File: src/rtl/shift_seq_pkg.sv
// Shared types and constants for the multi-bit shift sequencer.
//   state_t           : controller FSM states
//   SHIFT_OP_*        : op encodings understood by the single-bit shift unit
package shift_seq_pkg;

  typedef enum logic [1:0] {
    IDLE,
    ISSUE,
    CAPTURE,
    DONE
  } state_t;

  localparam logic [1:0] SHIFT_OP_A_RIGHT = 2'b00;
  localparam logic [1:0] SHIFT_OP_A_LEFT  = 2'b01;
  localparam logic [1:0] SHIFT_OP_B_RIGHT = 2'b10;
  localparam logic [1:0] SHIFT_OP_B_LEFT  = 2'b11;

endpackage

File: src/rtl/shift_seq_cnt.sv
// Loadable down-counter for the remaining shift steps.
// The load value is the requested amount clamped to WIDTH.
//   CLK, RST : clock, asynchronous active-low reset
//   load_i   : load clamped amt_i
//   amt_i    : requested shift amount
//   dec_i    : decrement by one (saturates at zero)
//   zero_o   : the count being written this cycle is zero
module shift_seq_cnt #(
  parameter int WIDTH = 16,
  parameter int AMT_W = 5
) (
  input  logic             CLK,
  input  logic             RST,
  input  logic             load_i,
  input  logic [AMT_W-1:0] amt_i,
  input  logic             dec_i,
  output logic             zero_o
);

  localparam int CNT_W = $clog2(WIDTH + 1);

  logic [CNT_W-1:0] cnt_q;
  logic [CNT_W-1:0] cnt_d;

  always_comb begin
    cnt_d = cnt_q;
    if (load_i) begin
      if (32'(amt_i) > 32'(WIDTH)) cnt_d = CNT_W'(WIDTH);
      else                         cnt_d = CNT_W'(amt_i);
    end else if (dec_i && (cnt_q != '0)) begin
      cnt_d = cnt_q - 1'b1;
    end
  end

  // Looking at the next value lets the FSM decide on the same cycle it
  // loads or decrements, without a wasted check cycle.
  assign zero_o = (cnt_d == '0);

  always_ff @(posedge CLK or negedge RST) begin
    if (!RST) cnt_q <= '0;
    else      cnt_q <= cnt_d;
  end

endmodule

File: src/rtl/shift_seq_ctrl.sv
// Multi-bit shift sequencer: accepts one (operand, direction, amount)
// request, steps the single-bit shift unit once per bit position and
// returns the final value.
// Build option: SHIFT_SEQ_FLAG_CHECK_EN -- when defined, a missing SU_Flag
// in CAPTURE aborts the sequence with rsp_err=1; otherwise SU_Flag is
// ignored and rsp_err is always 0.
//   CLK, RST                       : clock, asynchronous active-low reset
//   req_valid/req_ready            : request handshake
//   req_data, req_dir, req_amt     : operand, 0=right 1=left, bit count
//   SU_A, SU_B, SU_Op, SU_Enable   : shift unit drive
//   SU_Out, SU_Flag                : shift unit registered result/flag
//   rsp_valid/rsp_ready            : response handshake
//   rsp_data, rsp_err              : result, abort indication
//   busy                           : controller not IDLE
module shift_seq_ctrl
  import shift_seq_pkg::*;
#(
  parameter int WIDTH = 16,
  parameter int AMT_W = 5
) (
  input  logic             CLK,
  input  logic             RST,
  input  logic             req_valid,
  output logic             req_ready,
  input  logic [WIDTH-1:0] req_data,
  input  logic             req_dir,
  input  logic [AMT_W-1:0] req_amt,
  output logic [WIDTH-1:0] SU_A,
  output logic [WIDTH-1:0] SU_B,
  output logic [1:0]       SU_Op,
  output logic             SU_Enable,
  input  logic [WIDTH-1:0] SU_Out,
  input  logic             SU_Flag,
  output logic             rsp_valid,
  input  logic             rsp_ready,
  output logic [WIDTH-1:0] rsp_data,
  output logic             rsp_err,
  output logic             busy
);

  state_t           state_q, state_d;
  logic [WIDTH-1:0] work_q,  work_d;
  logic             dir_q,   dir_d;
  logic             err_q,   err_d;

  logic cnt_load;
  logic cnt_dec;
  logic cnt_zero;

  assign cnt_load = (state_q == IDLE) && req_valid;
  assign cnt_dec  = (state_q == CAPTURE);

  shift_seq_cnt #(
    .WIDTH (WIDTH),
    .AMT_W (AMT_W)
  ) u_cnt (
    .CLK    (CLK),
    .RST    (RST),
    .load_i (cnt_load),
    .amt_i  (req_amt),
    .dec_i  (cnt_dec),
    .zero_o (cnt_zero)
  );

`ifndef SHIFT_SEQ_FLAG_CHECK_EN
  logic unused_flag;
  assign unused_flag = SU_Flag;
`endif

  always_comb begin
    state_d = state_q;
    work_d  = work_q;
    dir_d   = dir_q;
    err_d   = err_q;
    unique case (state_q)
      IDLE: begin
        if (req_valid) begin
          work_d  = req_data;
          dir_d   = req_dir;
          err_d   = 1'b0;
          state_d = cnt_zero ? DONE : ISSUE;
        end
      end
      ISSUE: state_d = CAPTURE;
      CAPTURE: begin
`ifdef SHIFT_SEQ_FLAG_CHECK_EN
        if (!SU_Flag) begin
          err_d   = 1'b1;
          state_d = DONE;
        end else begin
          work_d  = SU_Out;
          state_d = cnt_zero ? DONE : ISSUE;
        end
`else
        work_d  = SU_Out;
        state_d = cnt_zero ? DONE : ISSUE;
`endif
      end
      DONE: if (rsp_ready) state_d = IDLE;
      default: state_d = IDLE;
    endcase
  end

  always_ff @(posedge CLK or negedge RST) begin
    if (!RST) begin
      state_q <= IDLE;
      work_q  <= '0;
      dir_q   <= 1'b0;
      err_q   <= 1'b0;
    end else begin
      state_q <= state_d;
      work_q  <= work_d;
      dir_q   <= dir_d;
      err_q   <= err_d;
    end
  end

  // Shift unit pins are a pure decode of the state; only ISSUE drives them.
  always_comb begin
    SU_A      = '0;
    SU_Op     = SHIFT_OP_A_RIGHT;
    SU_Enable = 1'b0;
    if (state_q == ISSUE) begin
      SU_A      = work_q;
      SU_Op     = dir_q ? SHIFT_OP_A_LEFT : SHIFT_OP_A_RIGHT;
      SU_Enable = 1'b1;
    end
  end

  assign SU_B      = '0;
  assign req_ready = (state_q == IDLE);
  assign rsp_valid = (state_q == DONE);
  assign busy      = (state_q != IDLE);
  assign rsp_data  = work_q;
  assign rsp_err   = err_q;

endmodule
File: config.mk
export PLATFORM = sky130hd
export DESIGN_NAME = shift_seq_ctrl
export DESIGN_NICKNAME = d
export VERILOG_FILES = /design/src/rtl/shift_seq_pkg.sv /design/src/rtl/shift_seq_cnt.sv /design/src/rtl/shift_seq_ctrl.sv
export SDC_FILE = /design/constraint.sdc
export NUM_CORES = 1
export LEC_CHECK = 0
export BUFFER_PORTS_ARGS = -buffer_cell sky130_fd_sc_hd__buf_2
export CORE_MARGIN = 5
export CORE_UTILIZATION = 31
export CTS_CLUSTER_DIAMETER = 40
export DETAILED_ROUTE_END_ITERATION = 8
export HOLD_SLACK_MARGIN = 0.08
export PLACE_DENSITY = 0.71
export SYNTH_ARGS = -nofsm -noshare
export SYNTH_HDL_FRONTEND = slang
export SYNTH_HIERARCHICAL = 1
export SYNTH_SLANG_ARGS = --single-unit
File: constraint.sdc
create_clock -name CLK -period 7.35 [get_ports CLK]
set_clock_uncertainty 0.1 [all_clocks]
set_input_delay 0 -clock CLK [delete_from_list [all_inputs] [get_ports CLK]]
set_output_delay 0 -clock CLK [all_outputs]
set_load 0.03 [all_outputs]
== Word-level counts from Yosys, hierarchy flattened ==
Cells that the tools add are included.

* Order comparisons: 1
* Equality and inequality tests: 5
* Add/sub/neg operators: 1
* Multiplexer cells: 13
* Reduce and logical (&&, ||, !) cells: 10

{| class="wikitable"
|+ Operators by type and width
! kind !! count
|-
| 16-bit 2-to-1 mux || 2
|-
| 16-bit one-hot mux with 2 select lines || 1
|-
| 5-bit 2-to-1 mux || 3
|-
| 2-bit one-hot mux with 4 select lines || 1
|-
| 2-bit 2-to-1 mux || 3
|-
| 2-bit AND reduction || 3
|-
| 5-bit greater-than comparator, second input constant || 1
|-
| 5-bit logical NOT || 1
|-
| 5-bit nonzero test || 1
|-
| 5-bit by 1-bit subtractor with 5-bit output, second input constant || 1
|-
| 2-bit == test, second input constant || 2
|-
| 2-bit nonzero test || 2
|-
| 1-bit 2-to-1 mux || 3
|-
| 2-bit by 1-bit == test with 1-bit output, second input constant || 1
|-
| 1-bit logical AND || 2
|-
| 2-bit logical NOT || 1
|-
| 2-bit by 1-bit != test with 1-bit output, second input constant || 1
|-
| 2-bit != test, second input constant || 1
|}

* Logic and storage cells: 34
* Bits in registers: 24
* Output and inout bits: 55
* Bits of input ports: 43

== Depth between registers and ports, before layout ==
Gate-level depths: netlist of the first run.

* Depth after elaboration: 8
* Mapped depth: 11
* Depth with buffers taken out: 8

== Cells and area by module ==
The synthesis of the first run kept the hierarchy.

{| class="wikitable"
|+ Modules (own cells, without submodules)
! module !! seq. area each (um^2) !! times used !! area each (um^2) !! cells an instance
|-
| shift_seq_ctrl || 475.5 || 1 || 1385.1 || 145
|-
| shift_seq_cnt || 125.1 || 1 || 355.3 || 38
|}

== Worst setup path after synthesis of the first run ==
Ideal clock, no wire load.

* Kind: flip-flop to flip-flop
* From: register state_q[1]
* To: register state_q[1]
* Cell stages (with the launch flop): 11
* Buffers on the path: 2
* Required time: 7168 ps
* Setup slack: 4716 ps
* Data arrival time: 2452 ps
* Clock period less this slack: 2634 ps
* Cell sequence: dfrtp_1 > buf_6 > nor2_1 > and2_4 > buf_2 > inv_1 > a31oi_1 > or3b_2 > nor4_2 > a21oi_1 > a31oi_1

{| class="wikitable"
|+ RTL lines
! element !! line !! source
|-
| start: declaration || shift_seq_ctrl.sv:41 || <nowiki>state_t state_q, state_d;</nowiki>
|-
| start signal: assignment || shift_seq_ctrl.sv:111 || <nowiki>state_q <= state_d;</nowiki>
|-
| 2-bit logical NOT * || n/a ||
|-
| named net req_ready || shift_seq_ctrl.sv:24 || <nowiki>output logic req_ready,</nowiki>
|-
| 1-bit logical AND * || shift_seq_ctrl.sv:50 || <nowiki>assign cnt_load = (state_q == IDLE) && req_valid;</nowiki>
|-
| named net cnt_load || shift_seq_ctrl.sv:46 || <nowiki>logic cnt_load;</nowiki>
|-
| 5-bit 2-to-1 mux * || shift_seq_cnt.sv:27 || <nowiki>if (load_i) begin</nowiki>
|-
| 5-bit logical NOT * || shift_seq_cnt.sv:37 || <nowiki>assign zero_o = (cnt_d == '0);</nowiki>
|-
| named net cnt_zero || shift_seq_ctrl.sv:48 || <nowiki>logic cnt_zero;</nowiki>
|-
| 2-bit 2-to-1 mux * || shift_seq_ctrl.sv:81, shift_seq_ctrl.sv:96 ||
|-
| 2-bit 2-to-1 mux || shift_seq_ctrl.sv:77 || <nowiki>if (req_valid) begin</nowiki>
|-
| 2-bit one-hot mux with 4 select lines * || shift_seq_ctrl.sv:75 || <nowiki>unique case (state_q)</nowiki>
|}

Mark *: on every way through the listed nets, which the timed path passes. The rest lies on a longest branch. The select of a mux whose other input is x is not followed.
A chain may end at the register's enable or synchronous reset.

== Worst setup path after layout of the first run ==
* From: register state_q[1]
* To: register state_q[1]

* Cells in the longest elaborated chain, start to end: 8

{| class="wikitable"
|+ Ends and longest elaborated chain
! element !! line !! source
|-
| 2-bit == test * || shift_seq_ctrl.sv:51 || <nowiki>assign cnt_dec = (state_q == CAPTURE);</nowiki>
|-
| named net cnt_dec || shift_seq_ctrl.sv:47 || <nowiki>logic cnt_dec;</nowiki>
|-
| 1-bit logical AND * || shift_seq_cnt.sv:30 || <nowiki>end else if (dec_i && (cnt_q != '0)) begin</nowiki>
|-
| 5-bit 2-to-1 mux * || shift_seq_cnt.sv:30 ||
|-
| 5-bit 2-to-1 mux * || shift_seq_cnt.sv:27 ||
|-
| named net u_cnt.cnt_d[3] || shift_seq_cnt.sv:23 || <nowiki>logic [CNT_W-1:0] cnt_d;</nowiki>
|-
| 5-bit logical NOT * || shift_seq_cnt.sv:37 ||
|-
| named net cnt_zero || shift_seq_ctrl.sv:48 ||
|-
| 2-bit 2-to-1 mux * || shift_seq_ctrl.sv:81, shift_seq_ctrl.sv:96 ||
|-
| 2-bit 2-to-1 mux || shift_seq_ctrl.sv:77 ||
|-
| 2-bit one-hot mux with 4 select lines * || shift_seq_ctrl.sv:75 ||
|}

Marks and branches as above.

==> Implementation_results.wiki, run 1 <==
{| class="wikitable"
! Metric !! Value
|-
| Top achievable clock speed || 322 MHz
|-
| Worst skew pair latency || 0.26 ns
|-
| Via count of the first global-routing pass || 1811
|-
| Worst reg2reg startpoint || state_q[1]
|-
| Crit path cell chain || buf_4 > nand2b_1 > inv_1 > or4b_1 > a2111o_1 > nand3_2 > nor4_2 > a21oi_1 > a31oi_1
|-
| Chip height || 84.9 µm
|-
| Time the final worst path needs with I/O delays and setup || 3.11 ns
|-
| IR Drop Worst-Case VDD || between 200 and 250 µV
|-
| Number of endpoints failing setup at the final stage || 0
|-
| CTS tree || done
|-
| Post-route insts no fill || between 300 and 400
|-
| Start-to-end type of the worst setup path || register to register
|-
| Register bit total from synthesis || 24
|-
| Tightest Pin Transition || around 0.94 ns
|-
| Antenna Nets Post-Route || 0
|-
| Final count of hold timing violations || 0
|-
| Wire length of the first global-routing pass || 8.65 mm
|-
| Crit path buf inv count || 2
|-
| Initial Utilization || 0.318
|-
| Avg Cell Area, Syn || 9.51 µm²
|-
| Post-Synthesis Cells || around 180
|-
| Share of async-settable or async-resettable flops after synthesis || 1.00
|-
| Final net count || 337
|-
| Routed length per instance || 14.3 µm
|-
| Clock root buffer || sky130_fd_sc_hd__clkbuf_8
|-
| Crit. Startpoint || state_q[1]
|-
| Capture point of the worst reg-to-reg path || state_q[1]
|-
| Antenna violations before repair || 0
|-
| Primary FF master, synth || sky130_fd_sc_hd__dfrtp_1
|-
| Status || finished clean
|-
| Core area || 0.00547 mm²
|-
| Area delta synth->final || 41.8%
|-
| CTS buffer count || 3
|-
| Post-synth EDFFs || 0
|-
| Setup TNS Final || 0 ns
|-
| DRT Wirelength || 5.22 mm
|-
| X dimension of the die || 84.9 µm
|-
| Setup slack of the worst register-to-register path || about 4.2 ns
|-
| Core utilization of the finished layout || 0.451
|-
| Maximum level of the CTS H-tree || 1
|-
| Clock sink total || 24
|-
| Total power || 0.00114 W
|-
| Post-Syn Area || 0.00174 mm²
|-
| Period utilisation layout || 0.423
|-
| Worst endpoint required time || between 7 and 8 ns
|-
| Cell accounting for the most synthesized area || sky130_fd_sc_hd__dfrtp_1
|-
| Post-CTS Setup Bufs || 0
|-
| RSZ-0062 raised after global routing || no
|-
| Layout cell share with drive strength beyond 1 || 0.387
|-
| Pleak || ~1.1 nW
|-
| Global-route total usage across every layer || 0.146
|-
| Maximum number of pins on one net before global-route repair || 38
|-
| Startpoint Class || register
|-
| Vias per std cell || 4.78
|-
| Pre-antenna DRT Iters || 4
|-
| Crit. path cell count || 9
|-
| Overflow left after global routing || 0
|-
| Yosys synthesis warning count || 6
|-
| Power density relative to cell area || 462 mW/mm²
|-
| Setup slack of the critical path after layout || 4.24 ns
|-
| Dominant cells by area after synthesis || sky130_fd_sc_hd__dfrtp_1 35%, sky130_fd_sc_hd__nor3_2 10%, sky130_fd_sc_hd__buf_4 8.2%
|-
| Fill cell total of the finished layout || around 550
|-
| Weighted congestion at the end of routability-driven global placement || 0.779
|-
| Relative slew slack || 0.374
|-
| Type of the tightest min-delay check || input port to asynchronous set/reset pin
|-
| # rows || 27
|-
| Arr. time, crit path || 3.14 ns
|-
| Reported max-cap violation count || 0
|-
| Remaining DRCs || 0
|-
| Detailed placement HPWL || 3.35 mm
|-
| Via total after detailed routing || 1740
|-
| DP Worst Slack || 4.27 ns
|-
| CTS clk-pin slew, worst paths || 0.08 ns
|-
| Max-slew violation total from the final report || 0
|-
| Worst Reg2Reg Path Length in Cells || 9
|-
| Sequential share of the synthesized area || 0.345
|-
| Largest driver fanout on the critical path || 37
|-
| Initial DRC Count || 77
|-
| IO buf count || 78
|-
| Number of antenna cells inserted || 0
|-
| Critical Path Slowest Stage Cell || sky130_fd_sc_hd__nand2b_1
|-
| Top Family by Delay on Critical Path || simple AND/OR/NAND/NOR gates
|-
| Sort of element at the end of the critical path || register
|-
| Maximum buffer depth of the clock tree || 2
|-
| Share of Yosys cell area claimed by the top area cell type || 0.345
|-
| Placed Cells || 320
|-
| Ports || 98
|-
| Area enclosed by the die boundary || 0.00721 mm²
|-
| Highest cell delay on the worst timing path || 0.51 ns
|-
| Count of different cell masters after synthesis || 41
|}
[repair_timing]
action | in CTS | in global routing
hold buffers | 40 | 0
gates resized for setup | 0 | 0
endpoints found under the hold margin | 48 | 0
[cell usage in the layout, fill, tap and decap left out]
cell type / count
sky130_fd_sc_hd__a2111o_1: 1
sky130_fd_sc_hd__a21o_2: 1
sky130_fd_sc_hd__a21oi_1: 3
sky130_fd_sc_hd__a31o_1: 1
sky130_fd_sc_hd__a31oi_1: 2
sky130_fd_sc_hd__a31oi_2: 1
sky130_fd_sc_hd__and2_1: 17
sky130_fd_sc_hd__and2_2: 1
sky130_fd_sc_hd__and2_4: 1
sky130_fd_sc_hd__and3b_1: 1
sky130_fd_sc_hd__buf_2: 78
sky130_fd_sc_hd__buf_4: 1
sky130_fd_sc_hd__clkbuf_8: 4
sky130_fd_sc_hd__conb_1: 18
sky130_fd_sc_hd__dfrtp_1: 24
sky130_fd_sc_hd__dlygate4sd3_1: 40
sky130_fd_sc_hd__ha_1: 1
sky130_fd_sc_hd__inv_1: 7
sky130_fd_sc_hd__inv_2: 1
sky130_fd_sc_hd__mux2_4: 1
sky130_fd_sc_hd__nand2_1: 5
sky130_fd_sc_hd__nand2b_1: 3
sky130_fd_sc_hd__nand3_1: 4
sky130_fd_sc_hd__nand3_2: 1
sky130_fd_sc_hd__nand3b_1: 1
sky130_fd_sc_hd__nor2_1: 4
sky130_fd_sc_hd__nor2_4: 1
sky130_fd_sc_hd__nor3_1: 25
sky130_fd_sc_hd__nor3_2: 18
sky130_fd_sc_hd__nor4_2: 1
sky130_fd_sc_hd__nor4bb_1: 1
sky130_fd_sc_hd__o21ai_1: 1
sky130_fd_sc_hd__o22ai_1: 16
sky130_fd_sc_hd__o31ai_1: 1
sky130_fd_sc_hd__o32ai_1: 2
sky130_fd_sc_hd__or2_2: 1
sky130_fd_sc_hd__or3b_2: 1
sky130_fd_sc_hd__or4b_1: 1
sky130_fd_sc_hd__or4b_4: 1
[per-layer routing]
| metal | share of wire | track usage | vias up |
|---|---|---|---|
| met5 | 0 | 0 | - |
| met4 | 0.0056 | 0.0201 | 0 |
| met3 | 0.063 | 0.0301 | 2 |
| met2 | 0.54 | 0.277 | 64 |
| met1 | 0.39 | 0.173 | 836 |
| li1 | - | - | 838 |
[how the worst max path moves through the flow]
stage                  to
2_1_floorplan  state_q[1]
3_3_place_gp   state_q[1]
3_5_place_dp   state_q[1]
4_1_cts        state_q[1]
5_1_grt        state_q[1]
6_report       state_q[1]
[where the power goes]
| part | total (W) | internal, W | switching [W] | leakage (nW) |
|---|---|---|---|---|
| Sequential | 0.000262 | 0.000200 | 0.0000620 | 0.277 |
| Clock | 0.0000902 | 0.0000478 | 0.0000424 | 0.0288 |
| Combinational | 0.000786 | 0.000306 | 0.000480 | 0.842 |
[worst reg2reg max path: stages (launching register included)]
cell                       delay (ns)
sky130_fd_sc_hd__dfrtp_1         0.34
sky130_fd_sc_hd__buf_4           0.39
sky130_fd_sc_hd__nand2b_1        0.52
sky130_fd_sc_hd__inv_1           0.39
sky130_fd_sc_hd__or4b_1          0.50
sky130_fd_sc_hd__a2111o_1        0.42
sky130_fd_sc_hd__nand3_2         0.08
sky130_fd_sc_hd__nor4_2          0.05
sky130_fd_sc_hd__a21oi_1         0.13
sky130_fd_sc_hd__a31oi_1         0.05
[Yosys cell counts, types with 2 or more instances]
library cell / n
sky130_fd_sc_hd__dfrtp_1: 24
sky130_fd_sc_hd__nor3_1: 25
sky130_fd_sc_hd__inv_1: 7
sky130_fd_sc_hd__o32ai_1: 2
sky130_fd_sc_hd__nor2_1: 4
sky130_fd_sc_hd__nand2_1: 5
sky130_fd_sc_hd__nor3_2: 18
sky130_fd_sc_hd__buf_4: 19
sky130_fd_sc_hd__a21oi_1: 3
sky130_fd_sc_hd__o22ai_1: 16
sky130_fd_sc_hd__nand2b_1: 3
sky130_fd_sc_hd__a31oi_1: 2
sky130_fd_sc_hd__and2_1: 17
sky130_fd_sc_hd__buf_6: 4
sky130_fd_sc_hd__nand3_1: 4
sky130_fd_sc_hd__buf_2: 2
sky130_fd_sc_hd__clkbuf_8: 4
[through the flow]
step	area (µm²)	hold slack, ns
after detailed placement	2010	-0.0721
final	2470	0.159
after floorplan	1800	-0.396
after global routing	2470	0.220
after CTS	2470	0.173
after global placement	2010	-0.0798
[cell families after synthesis]
family	synth area share
mux	0.00862
buf+inv	0.178
simple gates	0.344
flops	0.345
other cells	0.00215
compound gates	0.114
fa+ha+maj	0.00719
[layout make-up]
| class | instances | area (µm²) | area share |
|---|---|---|---|
| Multi-Input combinational cell | 137 | 893 | 0.362 |
| Timing Repair Buffer | 119 | 798 | 0.324 |
| Sequential cell | 24 | 601 | 0.243 |
| Tap cell | 72 | 90.1 | 0.0365 |
| Clock buffer | 4 | 55.1 | 0.0223 |
| Inverter | 8 | 30.0 | 0.0122 |
[state kept, by name, indices dropped and copies added (netlist names)]
register	count
rsp_data	16
u_cnt/cnt_q	5
dir_q	1
state_q	2
No activity file was read; power rests on OpenSTA's default activity.
==> run 2: changes to the inputs <==
Settings changed: ABC_AREA set to 1, PLACE_DENSITY 0.71 to 0.73.
Clock period 7.35 ns to 2.7 ns, I/O delays scaled along.
==> Implementation_results.wiki, run 2 <==
{| class="wikitable"
! Metric !! Value
|-
| Status || finished clean
|-
| Max-slew violation total from the final report || 0 (unchanged)
|-
| Post-synth EDFFs || 0 (unchanged)
|-
| Startpoint Class || register
|-
| Period utilisation layout || 0.847 (+0.424)
|-
| Number of flip-flops in the largest register || 16 (unchanged)
|-
| Antenna violations before repair || 1 (+1)
|-
| Weighted congestion at the end of routability-driven global placement || 0.789 (+1.2%)
|-
| Setup slack of the worst register-to-register path || 0.41 ns (-3.83 ns)
|-
| # rows || 26 (-3.7%)
|-
| Remaining DRCs || 0 (unchanged)
|-
| Critical Path Slowest Stage Cell || sky130_fd_sc_hd__dlygate4sd3_1
|-
| Crit path cell chain || nor2_2 > nand2_2 > inv_1 > nand3_1 > dlygate4sd3_1 > nand2_1 > nor2_1 > nand2_1 > nand2_1 > nand2_1 > nand2_1
|-
| Count of different cell masters after synthesis || 21 (-49%)
|-
| Worst Reg2Reg Path Length in Cells || 11 (+2)
|-
| Layout cell share with drive strength beyond 1 || 0.252 (-0.135)
|-
| RSZ-0062 raised after global routing || no
|-
| Share of async-settable or async-resettable flops after synthesis || 1.00 (unchanged)
|-
| Arr. time, crit path || 2.34 ns (-0.80 ns)
|-
| Post-Synthesis Cells || 256 (+40%)
|-
| Global-route total usage across every layer || 0.146 (about the same)
|-
| Cell accounting for the most synthesized area || sky130_fd_sc_hd__dfrtp_1
|-
| Pleak || 1.51 nW (+32%)
|-
| Ports || 98 (unchanged)
|-
| Leading cell types in the layout, fill and taps excluded || 108 x sky130_fd_sc_hd__nand2_1, 78 x sky130_fd_sc_hd__buf_2, 43 x sky130_fd_sc_hd__dlygate4sd3_1
|-
| Sort of element at the end of the critical path || register
|-
| Worst skew pair latency || 0.26 ns (about the same)
|-
| DRT Wirelength || 5.12 mm (-2.0%)
|-
| X dimension of the die || 83.6 µm (-1.5%)
|-
| Maximum number of pins on one net before global-route repair || 25 (-34%)
|-
| Area enclosed by the die boundary || 0.00699 mm² (-3.0%)
|-
| CTS resizes || 0 (unchanged)
|-
| Crit path buf inv count || 2 (unchanged)
|-
| IO buf count || 78 (unchanged)
|-
| Area of placed instances || 0.00203 mm² (+0.87%)
|-
| Area delta synth->final || 49.0%
|-
| Worst reg2reg startpoint || state_q[1]
|-
| Detailed placement HPWL || 3.41 mm (+1.8%)
|-
| Sequential share of the synthesized area || 0.357 (+0.0123)
|-
| Maximum buffer depth of the clock tree || 2 (unchanged)
|-
| Dominant cells by area after synthesis || sky130_fd_sc_hd__dfrtp_1 36%, sky130_fd_sc_hd__nand2_1 24%, sky130_fd_sc_hd__buf_4 9.4%
|-
| Number of endpoints failing setup at the final stage || 0 (unchanged)
|-
| Share of Yosys cell area claimed by the top area cell type || 0.357 (+0.0123)
|-
| Crit. path cell count || 11 (+2)
|-
| Post-Syn Area || 0.00168 mm² (-3.5%)
|-
| Wire length of the first global-routing pass || 8.58 mm (-0.72%)
|-
| Tightest Pin Transition || 0.555 ns (-0.384 ns)
|-
| Final net count || 419 (+24%)
|-
| Core area || 0.00517 mm² (-5.5%)
|-
| Highest cell delay on the worst timing path || 0.57 ns (+0.06 ns)
|-
| Worst hold margin || 0.161 ns (+0.00262 ns)
|-
| Reported max-cap violation count || 0 (unchanged)
|-
| Largest driver fanout on the critical path || 11 (-70%)
|-
| Clock sink total || 24 (unchanged)
|-
| Clock root buffer || sky130_fd_sc_hd__clkbuf_8
|-
| Register bit total from synthesis || 24 (unchanged)
|-
| Vias per std cell || 4.31 (-9.8%)
|-
| Most numerous cell in the Yosys netlist || sky130_fd_sc_hd__nand2_1
|-
| Time the final worst path needs with I/O delays and setup || 2.29 ns (-0.822 ns)
|-
| Pre-antenna DRT Iters || 4 (unchanged)
|-
| Via total after detailed routing || 1915 (+10%)
|-
| Final Cell Area || 0.00250 mm² (+1.5%)
|-
| Final count of hold timing violations || 0 (unchanged)
|-
| Yosys synthesis warning count || 6 (unchanged)
|-
| Overflow left after global routing || 0 (unchanged)
|-
| Power density relative to cell area || 1090 mW/mm² (+140%)
|-
| Commonest non-fill, non-tap cell in the layout || sky130_fd_sc_hd__nand2_1
|-
| IR Drop Worst-Case VDD || 464 µV (+110%)
|-
| Start-to-end type of the worst setup path || register to register
|-
| Most used standard cells in the synthesized netlist || 108 x sky130_fd_sc_hd__nand2_1, 34 x sky130_fd_sc_hd__inv_1, 26 x sky130_fd_sc_hd__nand3_1
|-
| Relative slew slack || 0.630 (+0.256)
|-
| Initial Utilization || 0.325 (+0.00685)
|-
| Top achievable clock speed || 437 MHz (+36%)
|-
| CTS tree || done
|-
| Routed length per instance || 11.5 µm (-20%)
|-
| Most repeated library cell on the critical path || sky130_fd_sc_hd__nand2_1
|-
| Antenna Nets Post-Route || 0 (unchanged)
|-
| Crit. Startpoint || state_q[1]
|-
| Type of the tightest min-delay check || input port to asynchronous set/reset pin
|-
| Initial DRC Count || 76 (-1.3%)
|-
| Capture point of the worst reg-to-reg path || state_q[1]
|-
| Maximum level of the CTS H-tree || 1 (unchanged)
|-
| CTS clk-pin slew, worst paths || 0.08 ns (about the same)
|-
| Worst endpoint required time || 2.76 ns (-4.62 ns)
|-
| Avg Cell Area, Syn || 6.56 µm² (-31%)
|-
| Top Family by Delay on Critical Path || simple AND/OR/NAND/NOR gates
|-
| Setup TNS Final || 0 ns (unchanged)
|-
| Chip height || 83.6 µm (-1.5%)
|-
| CTS buffer count || 3 (unchanged)
|-
| Primary FF master, synth || sky130_fd_sc_hd__dfrtp_1
|-
| Via count of the first global-routing pass || 1923 (+6.2%)
|}
## run 2: cell type report
cell class              count  area [µm²]
fillers                   520        2670
well taps                  70        87.6
diodes                      1        2.50
multi-input cells         189         810
inverters                  35         134
repair buffers            122         828
flip-flops and latches     24         601
clock buffers               3        41.3
## run 2: power breakdown
| part | internal [W] | switching [W] |
|---|---|---|
| combinational | 0.000603 | 0.00124 |
| clock | 0.0000996 | 0.000110 |
| sequential | 0.000524 | 0.000152 |
## run 2: worst reg2reg max path: cells and delay by family (launching register included)
kind / cells / cell delay [ns]
and+or+nand+nor: 9 / 0.84
buffers and inverters: 2 / 0.73
DFF: 1 / 0.52
## run 2: how the worst max path moves through the flow
| stage | slack, ns | to |
|---|---|---|
| final | 0.41 | state_q[1] |
| after global routing | 0.25 | state_q[1] |
| after CTS | 0.41 | state_q[1] |
| after detailed placement | 0.48 | state_q[1] |
| after global placement | 0.56 | state_q[1] |
| after floorplan | 0.75 | state_q[1] |
## run 2: through the flow
step	setup WS (ns)	utilization	power [W]	std cells
after global routing	0.245	0.484	0.00299	444
after detailed placement	0.485	0.392	0.00236	397
after CTS	0.412	0.484	0.00274	443
after floorplan	0.753	-	0.00200	273
final	0.413	0.484	0.00273	444
after global placement	0.557	0.392	0.00232	397
## run 2: cell families (layout without fill, tap and decap cells)
| group | after synthesis | after routing | synth area share |
|---|---|---|---|
| fa+ha+maj | 1 | 1 | 0.00744 |
| buf+inv | 60 | 160 | 0.199 |
| other cells | 1 | 19 | 0.00223 |
| flops | 24 | 24 | 0.357 |
| simple gates | 168 | 168 | 0.428 |
| compound gates | 2 | 2 | 0.00595 |
## run 2: repair_timing
| action | 4_1_cts | 5_1_grt |
|---|---|---|
| hold buffers | 43 | 0 |
| setup endpoints to repair | 0 | 0 |
| buffers inserted | 0 | 0 |
| endpoints found under the hold margin | 48 | 0 |
## run 2: layer usage
metal,up-vias,global-route usage,share of wire
met5,-,0,0
met4,0,0.0585,0.032
met3,12,0.0217,0.049
met2,56,0.280,0.54
met1,886,0.159,0.38
li1,961,-,-
==> run 3: changes to the inputs <==
Settings changed: PLACE_DENSITY 0.73 to 0.71.
Clock period 2.7 ns to 2.2 ns, I/O delays scaled along.
==> Implementation_results.wiki, run 3 (synthesis gave the netlist of run 2 again) <==
{| class="wikitable"
! Metric !! Value
|-
| Top achievable clock speed || 499 MHz (+14%)
|-
| Worst endpoint required time || 2.25 ns (-0.51 ns)
|-
| Worst skew pair latency || 0.27 ns (about the same)
|-
| Overflow left after global routing || 0 (unchanged)
|-
| Reported max-cap violation count || 0 (unchanged)
|-
| Ports || 98 (unchanged)
|-
| Commonest non-fill, non-tap cell in the layout || sky130_fd_sc_hd__nand2_1
|-
| CTS clk-pin slew, worst paths || 0.09 ns (about the same)
|-
| Final net count || 422 (+0.72%)
|-
| Weighted congestion at the end of routability-driven global placement || 0.801 (+1.5%)
|-
| Largest driver fanout on the critical path || 6 (-5)
|-
| CTS buffer count || 3 (unchanged)
|-
| Start-to-end type of the worst setup path || register to register
|-
| Detailed placement HPWL || 3.41 mm (about the same)
|-
| Type of the tightest min-delay check || input port to asynchronous set/reset pin
|-
| Fill cell total of the finished layout || 516 (-0.77%)
|-
| Initial Utilization || 0.325 (unchanged)
|-
| Time the final worst path needs with I/O delays and setup || 2.00 ns (-0.282 ns)
|-
| Antenna Nets Post-Route || 0 (unchanged)
|-
| Sort of element at the end of the critical path || register
|-
| Maximum buffer depth of the clock tree || 2 (unchanged)
|-
| Post-CTS Setup Bufs || 0 (unchanged)
|-
| Worst Reg2Reg Path Length in Cells || 7 (-4)
|-
| Setup TNS Final || 0 ns (unchanged)
|-
| Number of endpoints failing setup at the final stage || 0 (unchanged)
|-
| Via count of the first global-routing pass || 1842 (-4.2%)
|-
| Wire length of the first global-routing pass || 8.55 mm (-0.40%)
|-
| CTS tree || done
|-
| # rows || 26 (unchanged)
|-
| Relative slew slack || 0.633 (+0.00270)
|-
| Number of antenna cells inserted || 0 (-1)
|-
| Status || finished clean
|-
| Arr. time, crit path || 2.06 ns (-0.28 ns)
|-
| Power density relative to cell area || 1380 mW/mm² (+27%)
|-
| Clock root buffer || sky130_fd_sc_hd__clkbuf_8
|-
| Via total after detailed routing || 1854 (-3.2%)
|-
| Pre-antenna DRT Iters || 4 (unchanged)
|-
| Post-route insts no fill || 447 (+0.68%)
|-
| IO buf count || 78 (unchanged)
|-
| Area enclosed by the die boundary || 0.00699 mm² (unchanged)
|-
| Capture point of the worst reg-to-reg path || u_cnt/cnt_q[2]
|-
| Layout cell share with drive strength beyond 1 || 0.257 (+0.00528)
|-
| Initial DRC Count || 98 (+29%)
|-
| Final count of hold timing violations || 0 (unchanged)
|-
| Number of flip-flops in the largest register || 16 (unchanged)
|-
| Startpoint Class || register
|-
| DRT Wirelength || 5.05 mm (-1.4%)
|-
| Max-slew violation total from the final report || 0 (unchanged)
|-
| Leading cell types in the layout, fill and taps excluded || 108 x sky130_fd_sc_hd__nand2_1, 78 x sky130_fd_sc_hd__buf_2, 44 x sky130_fd_sc_hd__dlygate4sd3_1
|-
| Maximum level of the CTS H-tree || 1 (unchanged)
|-
| Vias per std cell || 4.15 (-3.8%)
|-
| Area delta synth->final || 52.1%
|-
| Remaining DRCs || 0 (unchanged)
|-
| Setup slack of the worst register-to-register path || 0.20 ns (-0.22 ns)
|-
| Clock sink total || 24 (unchanged)
|-
| Antenna violations before repair || 0 (-1)
|-
| Period utilisation layout || 0.911 (+0.0642)
|-
| Core area || 0.00517 mm² (unchanged)
|-
| Placed Cells || 399 (+0.50%)
|-
| Worst reg2reg startpoint || state_q[1]
|-
| Tightest Pin Transition || 0.551 ns (-0.00405 ns)
|-
| Chip height || 83.6 µm (unchanged)
|-
| X dimension of the die || 83.6 µm (unchanged)
|-
| Pleak || 1.55 nW (+2.2%)
|-
| IR Drop Worst-Case VDD || 770 µV (+66%)
|-
| Global-route total usage across every layer || 0.147 (+0.00109)
|-
| Maximum number of pins on one net before global-route repair || 25 (unchanged)
|-
| Routed length per instance || 11.3 µm (-2.1%)
|-
| RSZ-0062 raised after global routing || no
|}
-- run 3: cell types whose count changed in the layout (fill, tap and decap cells not counted), sizes merged --
cell,delta
buf,+2
bufinv,+1
diode,-1
dlygate4sd3,+1
-- run 3: through the flow --
step | utilization | area (µm²) | total power, W | hold WS (ns) | worst slack [ns]
6_report | 0.494 | 2560 | 0.00353 | 0.151 | 0.195
4_1_cts | 0.494 | 2560 | 0.00355 | 0.171 | 0.171
2_1_floorplan | - | 1740 | 0.00245 | -0.396 | 0.253
3_5_place_dp | 0.395 | 2040 | 0.00292 | -0.0768 | 0.260
5_1_grt | 0.494 | 2560 | 0.00385 | 0.217 | 0.00352
3_3_place_gp | 0.395 | 2040 | 0.00288 | -0.0848 | 0.316
-- run 3: timing repair --
item / 4_1_cts / 5_1_grt
endpoints found under the hold margin: 48 / 0
gates resized for setup: 0 / 0
hold buffers: 44 / 0
-- run 3: worst max-delay path by stage --
stage	startpoint	to	cells after the start
final	state_q[1]	u_cnt/cnt_q[2]	7
after global routing	u_cnt/cnt_q[0]	u_cnt/cnt_q[3]	11
after CTS	state_q[1]	u_cnt/cnt_q[2]	7
after detailed placement	state_q[1]	state_q[1]	13
after global placement	state_q[1]	state_q[1]	13
after floorplan	state_q[0]	state_q[1]	13
-- run 3: layout make-up --
cell class / count / area, µm² / area share
flip-flops and latches: 24 / 601 / 0.235
inverters: 35 / 134 / 0.0524
clock inverters: 1 / 30.0 / 0.0117
well taps: 70 / 87.6 / 0.0343
repair buffers: 125 / 853 / 0.334
clock buffers: 3 / 41.3 / 0.0162
multi-input cells: 189 / 810 / 0.317
-- run 3: power by group --
group | internal [W] | leakage, nW | switching [W] | total, W
logic | 0.000787 | 1.21 | 0.00153 | 0.00232
registers | 0.000643 | 0.303 | 0.000179 | 0.000822
clock network | 0.000243 | 0.0357 | 0.000150 | 0.000393
-- run 3: worst max-delay path, stage by stage (launching register included) --
cell and delay (ns):
sky130_fd_sc_hd__dfrtp_1 0.48, sky130_fd_sc_hd__nor2_2 0.22, sky130_fd_sc_hd__nand2_2 0.11, sky130_fd_sc_hd__inv_1 0.15, sky130_fd_sc_hd__inv_1 0.12, sky130_fd_sc_hd__nand3_1 0.11
sky130_fd_sc_hd__nand2_2 0.05, sky130_fd_sc_hd__dlygate4sd3_1 0.55
-- run 3: layer usage --
layer  global-route usage  part of all wire  up-vias
met5                    0                 0        -
met4               0.0453             0.014        0
met3               0.0207             0.043        6
met2                0.288              0.55       46
met1                0.161              0.40      832
li1                     -                 -      970
